===== src/rtl/aesl_axis_block_detector.sv =====
// aesl_axis_block_detector: flags AXI-Stream ports that stay stalled for STALL_THRESH cycles.
// Also keeps sticky per-run diagnostics for the deadlock report. Rev 1.0.
`timescale 1ns/1ps
`default_nettype none

module aesl_axis_block_detector #(
    parameter int NUM_IN       = 1,
    parameter int NUM_OUT      = 1,
    parameter int STALL_THRESH = 16,
    parameter int CNT_W        = 16
) (
    input  logic                       clock,
    input  logic                       reset,
    input  logic                       dut_start,
    input  logic                       dut_done,
    input  logic [NUM_IN-1:0]          in_tvalid,
    input  logic [NUM_IN-1:0]          in_tready,
    input  logic [NUM_OUT-1:0]         out_tvalid,
    input  logic [NUM_OUT-1:0]         out_tready,
    output logic [NUM_IN+NUM_OUT-1:0]  axis_block_sigs,
    output logic [NUM_IN+NUM_OUT-1:0]  block_info,
    output logic                       first_block_vld,
    output logic [15:0]                first_block_idx,
    output logic [CNT_W-1:0]           block_events,
    output logic                       active
);

    localparam int NUM_PORTS   = NUM_IN + NUM_OUT;
    localparam int STALL_CNT_W = $clog2(STALL_THRESH + 1);
    localparam int SUM_W       = CNT_W + $clog2(NUM_PORTS + 1);

    localparam logic [STALL_CNT_W-1:0] STALL_MAX = STALL_CNT_W'(STALL_THRESH);
    localparam logic [STALL_CNT_W-1:0] BLK_AT    = STALL_CNT_W'(STALL_THRESH - 1);
    localparam logic [CNT_W-1:0]       EV_MAX    = '1;

    localparam logic [1:0] S_IDLE = 2'd0;
    localparam logic [1:0] S_RUN  = 2'd1;
    localparam logic [1:0] S_DONE = 2'd2;

    logic [1:0]           state;
    logic [1:0]           state_next;
    logic                 run;
    logic                 run_entry;
    logic [NUM_PORTS-1:0] stalled;
    logic [NUM_PORTS-1:0] blk_next;
    logic [NUM_PORTS-1:0] rise;
    logic [SUM_W-1:0]     ev_sum;
    logic [CNT_W-1:0]     events_next;
    logic [15:0]          idx_next;

    always_ff @(posedge clock) begin
        if (reset) begin
            state <= S_IDLE;
        end else begin
            state <= state_next;
        end
    end

    // dut_done is tested first in RUN so it wins over a coincident dut_start
    always_comb begin
        state_next = state;
        case (state)
            S_IDLE:  if (dut_start) state_next = S_RUN;
            S_RUN:   if (dut_done)  state_next = S_DONE;
            S_DONE:  if (dut_start) state_next = S_RUN;
            default: state_next = S_IDLE;
        endcase
    end

    always_comb begin
        run       = (state == S_RUN);
        run_entry = (state != S_RUN) && (state_next == S_RUN);
        active    = run;
    end

    // Inputs stall when the DUT is starved, outputs when it is back-pressured
    assign stalled = {out_tvalid & ~out_tready, in_tready & ~in_tvalid};

    for (genvar k = 0; k < NUM_PORTS; k++) begin : g_port
        logic [STALL_CNT_W-1:0] cnt;

        always_ff @(posedge clock) begin
            if (reset) begin
                cnt <= '0;
            end else if (run && stalled[k]) begin
                if (cnt < STALL_MAX) begin
                    cnt <= cnt + STALL_CNT_W'(1);
                end
            end else begin
                cnt <= '0;
            end
        end

        assign blk_next[k] = run && stalled[k] && (cnt >= BLK_AT);
    end

    assign rise = blk_next & ~axis_block_sigs;

    // Saturating multi-bit add; the wider sum keeps overflow visible
    always_comb begin
        ev_sum = SUM_W'(block_events);
        for (int k = 0; k < NUM_PORTS; k++) begin
            ev_sum = ev_sum + SUM_W'(rise[k]);
        end
        if (ev_sum > SUM_W'(EV_MAX)) begin
            events_next = EV_MAX;
        end else begin
            events_next = ev_sum[CNT_W-1:0];
        end
    end

    always_comb begin
        idx_next = '0;
        for (int k = NUM_PORTS - 1; k >= 0; k--) begin
            if (rise[k]) idx_next = 16'(k);
        end
    end

    always_ff @(posedge clock) begin
        if (reset) begin
            axis_block_sigs <= '0;
            block_info      <= '0;
            first_block_vld <= 1'b0;
            first_block_idx <= '0;
            block_events    <= '0;
        end else begin
            axis_block_sigs <= blk_next;
            if (run_entry) begin
                block_info      <= '0;
                first_block_vld <= 1'b0;
                first_block_idx <= '0;
                block_events    <= '0;
            end else if (run) begin
                block_info   <= block_info | blk_next;
                block_events <= events_next;
                if (!first_block_vld && (|rise)) begin
                    first_block_vld <= 1'b1;
                    first_block_idx <= idx_next;
                end
            end
        end
    end

endmodule

`default_nettype wire


===== config.mk =====
export PLATFORM = sky130hd
export DESIGN_NAME = aesl_axis_block_detector
export DESIGN_NICKNAME = d
export VERILOG_FILES = /design/src/rtl/aesl_axis_block_detector.sv
export SDC_FILE = /design/constraint.sdc
export NUM_CORES = 1
export LEC_CHECK = 0
export CAP_MARGIN = 0
export CORE_MARGIN = 8
export CORE_UTILIZATION = 47
export DETAILED_ROUTE_END_ITERATION = 8
export GPL_TIMING_DRIVEN = 0
export PLACE_DENSITY = 0.89
export SLEW_MARGIN = 0
export SYNTH_ARGS = -nofsm -noshare
export SYNTH_HDL_FRONTEND = slang
export SYNTH_SLANG_ARGS = --single-unit

===== constraint.sdc =====
create_clock -name clock -period 3.2 [get_ports clock]
set_input_delay 0.32 -clock clock [delete_from_list [all_inputs] [get_ports clock]]
set_output_delay 0.32 -clock clock [all_outputs]
set_load 0.05 [all_outputs]

Word level (Yosys, flattened, before mapping)
Index checks and enable logic that the tools add are counted.
Widths: inputs -> output; s select.
- register bits after elaboration: 49
- bits of input ports: 8
- output and inout bits: 38
- word-level logic and storage cells: 50
- $add $sub $neg: 4
- $lt $le $gt $ge: 5
- eq/ne operators: 4
- muxes and demuxes: 6
- bitwise logic cells: 9
- reduce and logical (&&, ||, !) cells: 14
- operators with widths (cell ; number):
    $mux 16 ; 2
    $add 17x1->18 ; 1
    $gt 18x16->1 const B ; 1
    $add 16x1->17 ; 1
    $add 5x1->5 const B ; 2
    $ge 5x4->1 const B ; 2
    $lt 5x5->1 const B ; 2
    $reduce_or 2->1 ; 5
    $logic_and 1x1->1 ; 6
    $eq 2x1->1 const B ; 2
    $mux 2 ; 2
    $not 1->1 ; 4
    $pmux 2 s2 ; 1
    $and 1x1->1 ; 2
    $and 2x2->2 ; 1
    $eq 2x2->1 const B ; 1
    $logic_not 2->1 ; 1
    $ne 2x1->1 const B ; 1
    $not 2->2 ; 1
    $or 2x2->2 ; 1
    $reduce_and 2->1 ; 1
    $logic_not 1->1 ; 1
    $mux 1 ; 1

Depth between registers and ports, before layout
Gate-level depths: netlist of the first run.
- depth after elaboration: 9
- mapped depth: 11
- depth with buffers taken out: 11

Worst setup path before layout of the first run
OpenSTA, ideal clock, no wires.
- path kind: register to register
- start point: register g_port[1].cnt[0]
- end point: register block_events[13]
- setup time: 74 ps
- arrival time: 2712 ps
- required time: 3126 ps
- setup slack: 413 ps
- stages on the path, launching flop included: 11
- buffers on the path: 0
- clock period less this slack: 2787 ps
- cell sequence: dfxtp_1 ha_1 and3_1 ha_1 nor2_1 a211oi_1 fa_1 and3_1 or4b_4 or4_1 a31oi_1
- longest elaborated chain between the ends: 6
- ends and longest elaborated chain (item ; line ; RTL):
    start, declared ; 80 ; logic [STALL_CNT_W-1:0] cnt;
    start signal, assigned ; 87 ; cnt <= cnt + STALL_CNT_W'(1);
    $ge 5x4->1 (*) ; 94 ; assign blk_next[k] = run && stalled[k] && (cnt >= BLK_AT);
    $logic_and 1x1->1 (*) ; 94 ;
    $and 2x2->2 (*) ; 97 ; assign rise = blk_next & ~axis_block_sigs;
    $add 17x1->18 (*) ; 103 ; ev_sum = ev_sum + SUM_W'(rise[k]);
    $gt 18x16->1 ; 105 ; if (ev_sum > SUM_W'(EV_MAX)) begin
    $mux 16 (*) ; 105 ;
    end signal, assigned ; 135 ; block_events <= events_next;
    end, declared ; 24 ; output logic [CNT_W-1:0] block_events,
Every way passes the cells marked *; elsewhere a longest branch is shown, timed or not.
A chain may end at the register's enable or synchronous reset.

Worst setup path in the final report of the first run
- start point: register g_port[1].cnt[0]
- end point: register block_events[4]
Same word-level chain as after synthesis.

==> results of run 1 <==
logic make-up (layout without fill, tap and decap cells):
kind of cell	count (synthesis)	count (layout)	synth area share
AOI/OAI and AO/OA	32	32	0.130
xor gates and xnor gates	11	11	0.0575
and+or+nand+nor	74	74	0.243
other	1	15	0.00224
muxes	3	3	0.0179
adders and majority gates	6	6	0.0493
DFF	34	34	0.406
buffers and inverters	27	65	0.0940
flip-flops by register name, summed over array words and instances, names as in the netlist:
register,cells
block_events,16
g_port.cnt,10
first_block_idx,1
first_block_vld,1
block_info,2
axis_block_sigs,2
state,2
cells in the final DEF (no fill, tap or decap), drive strengths merged, types with 2 or more instances in the layout:
cell type / n
a211oi: 4
a21oi: 11
a31oi: 3
and3: 5
and4: 2
buf: 15
clkbuf: 12
clkdlybuf4s50: 30
conb: 15
dfxtp: 34
ha: 5
inv: 7
mux2i: 3
nand2: 7
nand3: 3
nand3b: 2
nand4: 8
nor2: 24
nor2b: 3
nor3: 5
nor4: 2
o21a: 2
o21ai: 3
o221a: 2
o31a: 2
or2: 3
or3: 3
xnor2: 3
xor2: 8
per-stage QoR:
stage	hold WS (ns)	instance area, sq um
4_1_cts	0.496	2160
3_5_place_dp	0.471	2090
2_1_floorplan	0.392	1730
6_report	0.489	2180
3_3_place_gp	0.447	2090
5_1_grt	0.516	2180
power by group through the flow:
stage,combinational [mW],clock [mW],sequential (mW)
3_3_place_gp,0.0965,0,0.439
6_report,0.0992,0.253,0.430
3_5_place_dp,0.0980,0,0.439
4_1_cts,0.0981,0.261,0.430
2_1_floorplan,0.0742,0,0.443
5_1_grt,0.105,0.279,0.431
layer usage:
| metal | part of all wire | wire length (um) | up-vias |
|---|---|---|---|
| li1 | - | - | 740 |
| met1 | 0.42 | 1580 | 668 |
| met2 | 0.47 | 1790 | 43 |
| met3 | 0.092 | 348 | 5 |
| met4 | 0.016 | 60 | 0 |
| met5 | 0 | 0 | - |
critical path: stages, from the launching register on:
cell and delay [ns]:
dfxtp_1 0.41, ha_1 0.18, and3_1 0.15, ha_1 0.14, nor2_1 0.06, a211oi_2 0.32, fa_1 0.26, ha_1 0.23
nand4b_1 0.31, nor3_2 0.37, nand2_1 0.27, a21oi_1 0.19
layout make-up:
type	instances	share of cell area
Clock buffer	7	0.0253
Inverter	7	0.0121
Tap cell	46	0.0264
Timing Repair Buffer	30	0.138
Buffer	20	0.0603
Multi-Input combinational cell	141	0.423
Clock inverter	1	0.00230
Sequential cell	34	0.313
worst min path at each step:
stage	from	to
after floorplan	reset	state[0]
after global placement	block_info[0]	block_info[0]
after detailed placement	block_info[0]	block_info[0]
after CTS	block_info[0]	block_info[0]
after global routing	block_info[0]	block_info[0]
final	block_info[0]	block_info[0]
repair_timing:
item	4_1_cts	5_1_grt
hold buffers	0	0
resized for setup	2	3
endpoints found under the setup margin	1	13
==> flow_summary.toml, run 1 <==
[run_status]
status = "complete, no violations"

[worst_setup_path]
crit_end = "block_events[4]"
r2r-end = "block_events[4]"
reg2reg_slack_ns = 0.24
crit_path_max_fanout = 8
worstSetupPathType = "register to register"
worstPathRequired_ns = 3.48
crit_path_start = "g_port[1].cnt[0]"
start_kind = "register"
r2r_start = "g_port[1].cnt[0]"
end_kind = "register"
crit_arrival_ns = 3.24
r2r_cells = 11

[final_layout]
area_growth_pct = 29.9
n_antenna_cell = 0
ff_latch_area_sq_um = 681
n_fill_cell = 289
final_util = 0.642
fin_nets = 253
multiInputGateArea_sq_um = 921
drive_above_1_share = 0.146
final_cells = 286

[logic_synthesis]
synth_top_area_frac = 0.406
synth_top_area_cell = "dfxtp_1"
seq_area_frac_synth = 0.406
synth_edf_count = 0
synth_seq_cells = 34
async_flop_share = 0
yosys_warnings = 0
yosysMostFrequentCell = "dfxtp_1"
synth.distinct_cells = 46
synth_area_leaders = "dfxtp_1 (41%), buf_4 (6.7%), nor2_1 (5.4%)"
synth_cells = 188
ys.flop_type = "dfxtp_1"
netlist_area_sq_um = 1680
synth_common_cells = "dfxtp_1 (34), nor2_1 (24), buf_4 (15), a21oi_1 (11)"
avgSynthCellArea_sq_um = 8.92

[global_routing]
met3_usage = 0.0592
antenna_found_initial = 0
overflow = 0
grt_max_degree = 11
busiest_layer = "met2"
grt_pass1_wl_um = 5930
use_met2 = 0.226
first_global_vias = 1334
grt.total_usage = 0.137
met1_usage = 0.148

[sta]
fin_tns_setup_ns = 0
max_clock_freq_ghz = 0.337
tightest_slew_ns = 0.506
post-route-period-util = 0.927
hold_viol = 0
setup_ws_ns = 0.235
fin_crit_ns = 2.96
skew_ns = 0.0143
max_slew_margin = 0.661
setup_viol = 0
maxSlewViolCount = 0

[clocking]
numCtsBuffers = 5
clk_latency_ns = 0.34
root_buffer = "clkbuf_4"
clk_pin_slew_worst_paths_ns = 0.11
clock_sinks = 34
cts_tree = "built"
post_cts_buffers = 0
htreeDepth = 2
clockBufferDepth = 2

[route]
wl_per_cell_um = 13.2
final_antenna_net_count = 0
vias = 1456
wl_um = 3780
drt_iter0_drc = 107
drc = 0
dr.pass1.iters = 4
via_per_inst = 5.09

[die]
coreArea_sq_um = 3390
ios = 46
fp.dieH_um = 75.7
rows = 21
start_util = 0.495
die_area_sq_um = 5730
die_w_um = 75.7

[pwr]
power_frac_comb = 0.127
clkPwrFrac = 0.324
intPower_mw = 0.564
power_density_nw_per_um2 = 359
ir_drop_mv = 0.259
total_power_mw = 0.782
cellLeakagePower_nw = 0.837
p_sw_mw = 0.218
switching_share = 0.279
pwr-share-seq = 0.549

[placed_design]
dp_cells = 278
gp_congestion = 0.817
hpwlAfterDp_um = 2780
preCtsSetupSlack_ns = -0.122
port_buffers = 30

[hold_path]
hold_class = "register to register"
holdPathStages = 1

[job]
max_cap_viol_count = 0
(Power assumes the default switching activity.)
==> run 2: changes to the inputs <==
--- a/config.mk
+++ b/config.mk
@@ -5,12 +5,14 @@
 export SDC_FILE = /design/constraint.sdc
 export NUM_CORES = 1
 export LEC_CHECK = 0
+export ABC_AREA = 1
 export CAP_MARGIN = 0
 export CORE_MARGIN = 8
-export CORE_UTILIZATION = 47
+export CORE_UTILIZATION = 49
 export DETAILED_ROUTE_END_ITERATION = 8
 export GPL_TIMING_DRIVEN = 0
-export PLACE_DENSITY = 0.89
+export PLACE_DENSITY = 0.9
+export SETUP_SLACK_MARGIN = 0.2
 export SLEW_MARGIN = 0
 export SYNTH_ARGS = -nofsm -noshare
 export SYNTH_HDL_FRONTEND = slang
==> run 2 against run 1 <==
  * Via count grew 27%
  * Clock skew shrank 0.011 ns
  * Critical path depth grew 7
  * Die area grew 6.6%
  * Final cell count grew 32%
  * Core utilization grew 1.2 points
  * Synthesized area grew 13%
  * Register-to-register slack gained 0.18 ns
  * Setup slack gained 0.18 ns
==> flow_summary.toml, run 2 <==
[final_layout]
n_antenna_cell = 0
fin_nets = 343
final_common_cell = "nand2_1"
top_regs = "block_events (16), g_port.cnt (10)"
drive_above_1_share = 0.118
largest_reg_flops = 16
area_growth_pct = 27.3
regMostFlops = "block_events"
layout_common_cells = "nand2_1 (67), nor2_1 (39), inv_1 (36)"

[sta]
hold_viol = 0
setup_viol = 0
max_clock_freq_ghz = 0.359
setup_ws_ns = 0.416
fin_crit_ns = 2.78
max_slew_margin = 0.653
holdWs_ns = 0.449
post-route-period-util = 0.870
grt_setup_unrepaired = "yes"
skew_ns = 0.00320
tightest_slew_ns = 0.518
maxSlewViolCount = 0
fin_tns_setup_ns = 0

[logic_synthesis]
avgSynthCellArea_sq_um = 6.81
synth_common_cells = "nand2_1 (67), nor2_1 (39), inv_1 (36), dfxtp_1 (34), nand3_1 (20)"
synth_cells = 278
yosysMostFrequentCell = "nand2_1"
synth_area_leaders = "dfxtp_1 (36%), nand2_1 (13%), nor2_1 (7.7%)"
async_flop_share = 0
synth_top_area_cell = "dfxtp_1"
netlist_area_sq_um = 1890
synth.distinct_cells = 29
ys.flop_type = "dfxtp_1"
synth_edf_count = 0
synth_top_area_frac = 0.359
yosys_warnings = 0
seq_area_frac_synth = 0.359
synth_seq_cells = 34

[placed_design]
port_buffers = 30
hpwlAfterDp_um = 3350
gp_congestion = 0.948
preCtsSetupSlack_ns = 0.443

[global_routing]
grt_pass1_wl_um = 7300
first_global_vias = 1733
antenna_found_initial = 0
grt_max_degree = 12
grt.total_usage = 0.146
overflow = 0

[clocking]
cts-hold-fix-buffers = 0
numCtsBuffers = 5
clock_sinks = 34
clk_pin_slew_worst_paths_ns = 0.07
clockBufferDepth = 2
clk_latency_ns = 0.29
htreeDepth = 2
cts_tree = "built"
post_cts_buffers = 0
root_buffer = "clkbuf_8"

[route]
dr.pass1.iters = 4
wl_um = 4350
final_antenna_net_count = 0
vias = 1850
drc = 0
via_per_inst = 4.89
wl_per_cell_um = 11.5
drt_iter0_drc = 101

[worst_setup_path]
reg2reg_slack_ns = 0.42
slowest_delay_ns = 0.43
worstSetupPathType = "register to register"
crit_arrival_ns = 2.94
worstPathRequired_ns = 3.36
r2r_start = "g_port[1].cnt[0]"
path_cells = "ha_1, nand2_1, nor2_1, ha_1, nor2_1, o21ai_0, nand3_1, inv_1, fa_1, ha_1, nand2_1, nor2_1, nand2_1, inv_1, nand2_1, nand2_1, nand2_1, a21oi_1"
r2r-end = "block_events[11]"
critPathSlowestCell = "fa_1"
end_kind = "register"
crit_path_max_fanout = 4
start_kind = "register"
crit_path_start = "g_port[1].cnt[0]"
cpMostUsedCell = "nand2_1"
r2r_cells = 18
crit_end = "block_events[11]"

[pwr]
power_density_nw_per_um2 = 360
cellLeakagePower_nw = 1.01
power_frac_comb = 0.125
total_power_mw = 0.869
switching_share = 0.274
ir_drop_mv = 0.297
pwr-share-seq = 0.495
p_sw_mw = 0.238
clkPwrFrac = 0.380
intPower_mw = 0.631

[run_status]
status = "complete, no violations"

[hold_path]
holdCritStartpoint = "first_block_idx[0]"
hold_class = "register to register"

[job]
max_cap_viol_count = 0

[die]
fp.dieH_um = 78.2
coreArea_sq_um = 3690
start_util = 0.514
die_w_um = 78.2
die_area_sq_um = 6110
ios = 46
rows = 22
## run 2: cell count changes after synthesis, sizes merged, moves of 5 or more
cell   delta
and3      -5
nand3    +17
nand2    +63
inv      +32
nor2     +21
## run 2: worst min path at each step
stage | slack [ns] | endpoint | cells after the start
final | 0.45 | first_block_idx[0] | 2
after global routing | 0.46 | first_block_idx[0] | 2
after CTS | 0.45 | first_block_idx[0] | 2
after detailed placement | 0.44 | first_block_idx[0] | 2
after global placement | 0.44 | first_block_idx[0] | 2
after floorplan | 0.39 | state[0] | 1
## run 2: cells by family after synthesis
kind of cell	after synthesis	synth area share
AOI/OAI and AO/OA	28	0.0786
xor gates and xnor gates	6	0.0277
adders and majority gates	6	0.0436
buffers and inverters	57	0.143
DFF	34	0.359
other	1	0.00198
and+or+nand+nor	146	0.345
## run 2: power groups by stage
stage,clock network (mW),logic [mW],registers [mW]
after global placement,0,0.107,0.440
final,0.331,0.108,0.430
after CTS,0.335,0.108,0.430
after global routing,0.354,0.116,0.431
after detailed placement,0,0.107,0.440
after floorplan,0,0.0808,0.444
## run 2: layout make-up
class,count,area [sq um]
clock inverter,2,12.5
tap,48,60.1
sequential,34,681
inverter,40,150
buffer,17,121
timing repair buffer,30,300
multi-input combinational,201,1000
clock buffer,6,82.6
fill,311,1280
## run 2: metal layers
metal  share of wire  track usage
met1            0.41        0.157
met2            0.50        0.247
met3           0.074       0.0501
met4           0.019       0.0778
met5               0            0
## run 2: worst max-delay path: cells and delay by family, from the launching register on
kind / cells / cell delay (ns)
buf+inv: 2 / 0.15
simple gates: 10 / 0.89
flops: 1 / 0.33
compound gates: 2 / 0.21
fa+ha+maj: 4 / 1.06
## run 2: stage by stage
stage / util / std cells / instance area [sq um]
global placement: 0.626 / 370 / 2310
global route: 0.654 / 378 / 2410
floorplan: - / 292 / 1950
detailed placement: 0.626 / 370 / 2310
CTS: 0.651 / 378 / 2400
finish: 0.654 / 378 / 2410
## run 2: what timing repair did
item | in CTS | in global routing
endpoints found under the hold margin | 0 | 0
endpoints found under the setup margin | 0 | 8
gates resized for setup | 0 | 2
==> run 3: changes to the inputs <==
--- a/config.mk
+++ b/config.mk
@@ -8,10 +8,10 @@
 export ABC_AREA = 1
 export CAP_MARGIN = 0
 export CORE_MARGIN = 8
-export CORE_UTILIZATION = 49
+export CORE_UTILIZATION = 53
 export DETAILED_ROUTE_END_ITERATION = 8
 export GPL_TIMING_DRIVEN = 0
-export PLACE_DENSITY = 0.9
+export PLACE_DENSITY = 0.95
 export SETUP_SLACK_MARGIN = 0.2
 export SLEW_MARGIN = 0
 export SYNTH_ARGS = -nofsm -noshare
==> constraint.sdc (replaced) <==
create_clock -name clock -period 3.24 [get_ports clock]
set_input_delay 0.324 -clock clock [delete_from_list [all_inputs] [get_ports clock]]
set_output_delay 0.324 -clock clock [all_outputs]
set_load 0.05 [all_outputs]
==> run 3 against run 2 <==
  * Critical path depth unchanged
  * Sequential share of layout area increased by 0.60 points
  * Combinational power about the same
  * Largest cell class unchanged
  * Clock skew about the same
  * Worst hold slack improved by 0.014 ns
  * Routed wire length increased by 4.4%
  * Power decreased by 13%
  * Final cell count decreased by 0.79%
  * Fmax decreased by 1.1%
==> flow_summary.toml, run 3 (synthesis results as in run 2) <==
[final_layout]
ff_latch_area_sq_um = 681
drive_above_1_share = 0.112
final_cells = 375
final_util = 0.697
largest_reg_flops = 16
area_growth_pct = 24.7
top_regs = "block_events (16), g_port.cnt (10)"
fin_nets = 343
n_fill_cell = 293
multiInputGateArea_sq_um = 1000
finalInstanceArea_sq_um = 2360
layout_common_cells = "nand2_1 (67), nor2_1 (39), inv_1 (36)"
final_common_cell = "nand2_1"
regMostFlops = "block_events"
n_antenna_cell = 0

[placed_design]
hpwlAfterDp_um = 3580
preCtsSetupSlack_ns = 0.417
gp_congestion = 0.942
dpl_cell_area_sq_um = 2300
port_buffers = 30
dp_cells = 368

[route]
drc = 0
vias = 1849
highest_layer = "met4"
wl_met3_um = 452
dr.pass1.iters = 4
wl_um = 4540
drt_iter0_drc = 105
final_antenna_net_count = 0
wl_met2_um = 2170
wl_per_cell_um = 12.1
via_per_inst = 4.93
wl_met1_um = 1810

[clocking]
numCtsBuffers = 5
root_buffer = "clkbuf_4"
clk_latency_ns = 0.35
clk_pin_slew_worst_paths_ns = 0.10
post_cts_buffers = 0
htreeDepth = 2
clockBufferDepth = 2
clock_sinks = 34
post_cts_resize_count = 0
cts_tree = "built"
cts-hold-fix-buffers = 0

[run_status]
status = "complete, no violations"

[die]
rows = 21
coreArea_sq_um = 3390
fp.dieH_um = 75.8
die_area_sq_um = 5740
start_util = 0.559
die_w_um = 75.8
ios = 46

[pwr]
ir_drop_mv = 0.270
intPower_mw = 0.531
clkPwrFrac = 0.292
pwr-share-seq = 0.563
power_density_nw_per_um2 = 319
cellLeakagePower_nw = 0.989
power_frac_comb = 0.145
p_sw_mw = 0.224
switching_share = 0.297
total_power_mw = 0.754

[global_routing]
first_global_vias = 1699
grt_pass1_wl_um = 7390
antenna_found_initial = 0
overflow = 0
grt.total_usage = 0.168
grt_max_degree = 11

[worst_setup_path]
crit_arrival_ns = 3.07
worstSetupPathType = "register to register"
start_kind = "register"
worstPathRequired_ns = 3.49
reg2reg_slack_ns = 0.42
end_kind = "register"
r2r_start = "g_port[1].cnt[0]"
r2r_cells = 18
r2r-end = "block_events[10]"
crit_path_max_fanout = 4

[hold_path]
hold_class = "register to register"
holdCritStartpoint = "first_block_idx[0]"
holdPathStages = 2
hold_path_end = "first_block_idx[0]"

[sta]
setup_viol = 0
maxSlewViolCount = 0
hold_viol = 0
fin_crit_ns = 2.82
grt_setup_unrepaired = "no"
holdWs_ns = 0.463
max_slew_margin = 0.654
skew_ns = 0.00293
fin_tns_setup_ns = 0
post-route-period-util = 0.869
tightest_slew_ns = 0.517
max_clock_freq_ghz = 0.355
setup_ws_ns = 0.425

[job]
max_cap_viol_count = 0
==> run 3: worst max-delay path: stages (launching register included) <==
cell and delay [ns]:
dfxtp_1 0.35, ha_1 0.22, nand2_1 0.07, nor2_1 0.04, ha_1 0.17, nor2_1 0.07
o21ai_0 0.18, nand3_1 0.18, inv_1 0.07, fa_1 0.44, ha_1 0.25, nand2_1 0.10
nor2_1 0.06, nand2_1 0.13, nor2_4 0.06, nand3_1 0.13, nand3_1 0.09, nand2_1 0.07
inv_1 0.04
==> run 3: worst max-delay path by stage <==
| stage | from | to | cells after the start |
|---|---|---|---|
| after floorplan | g_port[1].cnt[0] | block_events[13] | 18 |
| after global placement | g_port[1].cnt[0] | block_events[13] | 18 |
| after detailed placement | g_port[1].cnt[0] | block_events[13] | 18 |
| after CTS | g_port[1].cnt[0] | block_events[13] | 18 |
| after global routing | g_port[1].cnt[0] | block_events[11] | 18 |
| final | g_port[1].cnt[0] | block_events[10] | 18 |
==> run 3: cell type report <==
cell class                 instances  share of cell area
inverter                          40              0.0636
tap                               46              0.0244
buffer                            17              0.0514
clock buffer                       5              0.0159
timing repair buffer              30               0.127
multi-input combinational        201               0.425
sequential                        34               0.288
clock inverter                     2             0.00424
==> run 3: power groups by stage <==
stage	clock network (mW)	logic (mW)	registers, mW
detailed placement	0	0.107	0.434
global route	0.244	0.116	0.426
floorplan	0	0.0798	0.438
finish	0.220	0.109	0.425
CTS	0.230	0.107	0.425
global placement	0	0.106	0.434
==> run 3: per-layer routing <==
| metal | track usage | vias to the layer above |
|---|---|---|
| met5 | 0 | - |
| li1 | - | 944 |
| met4 | 0.107 | 0 |
| met2 | 0.287 | 66 |
| met3 | 0.0355 | 8 |
| met1 | 0.185 | 831 |
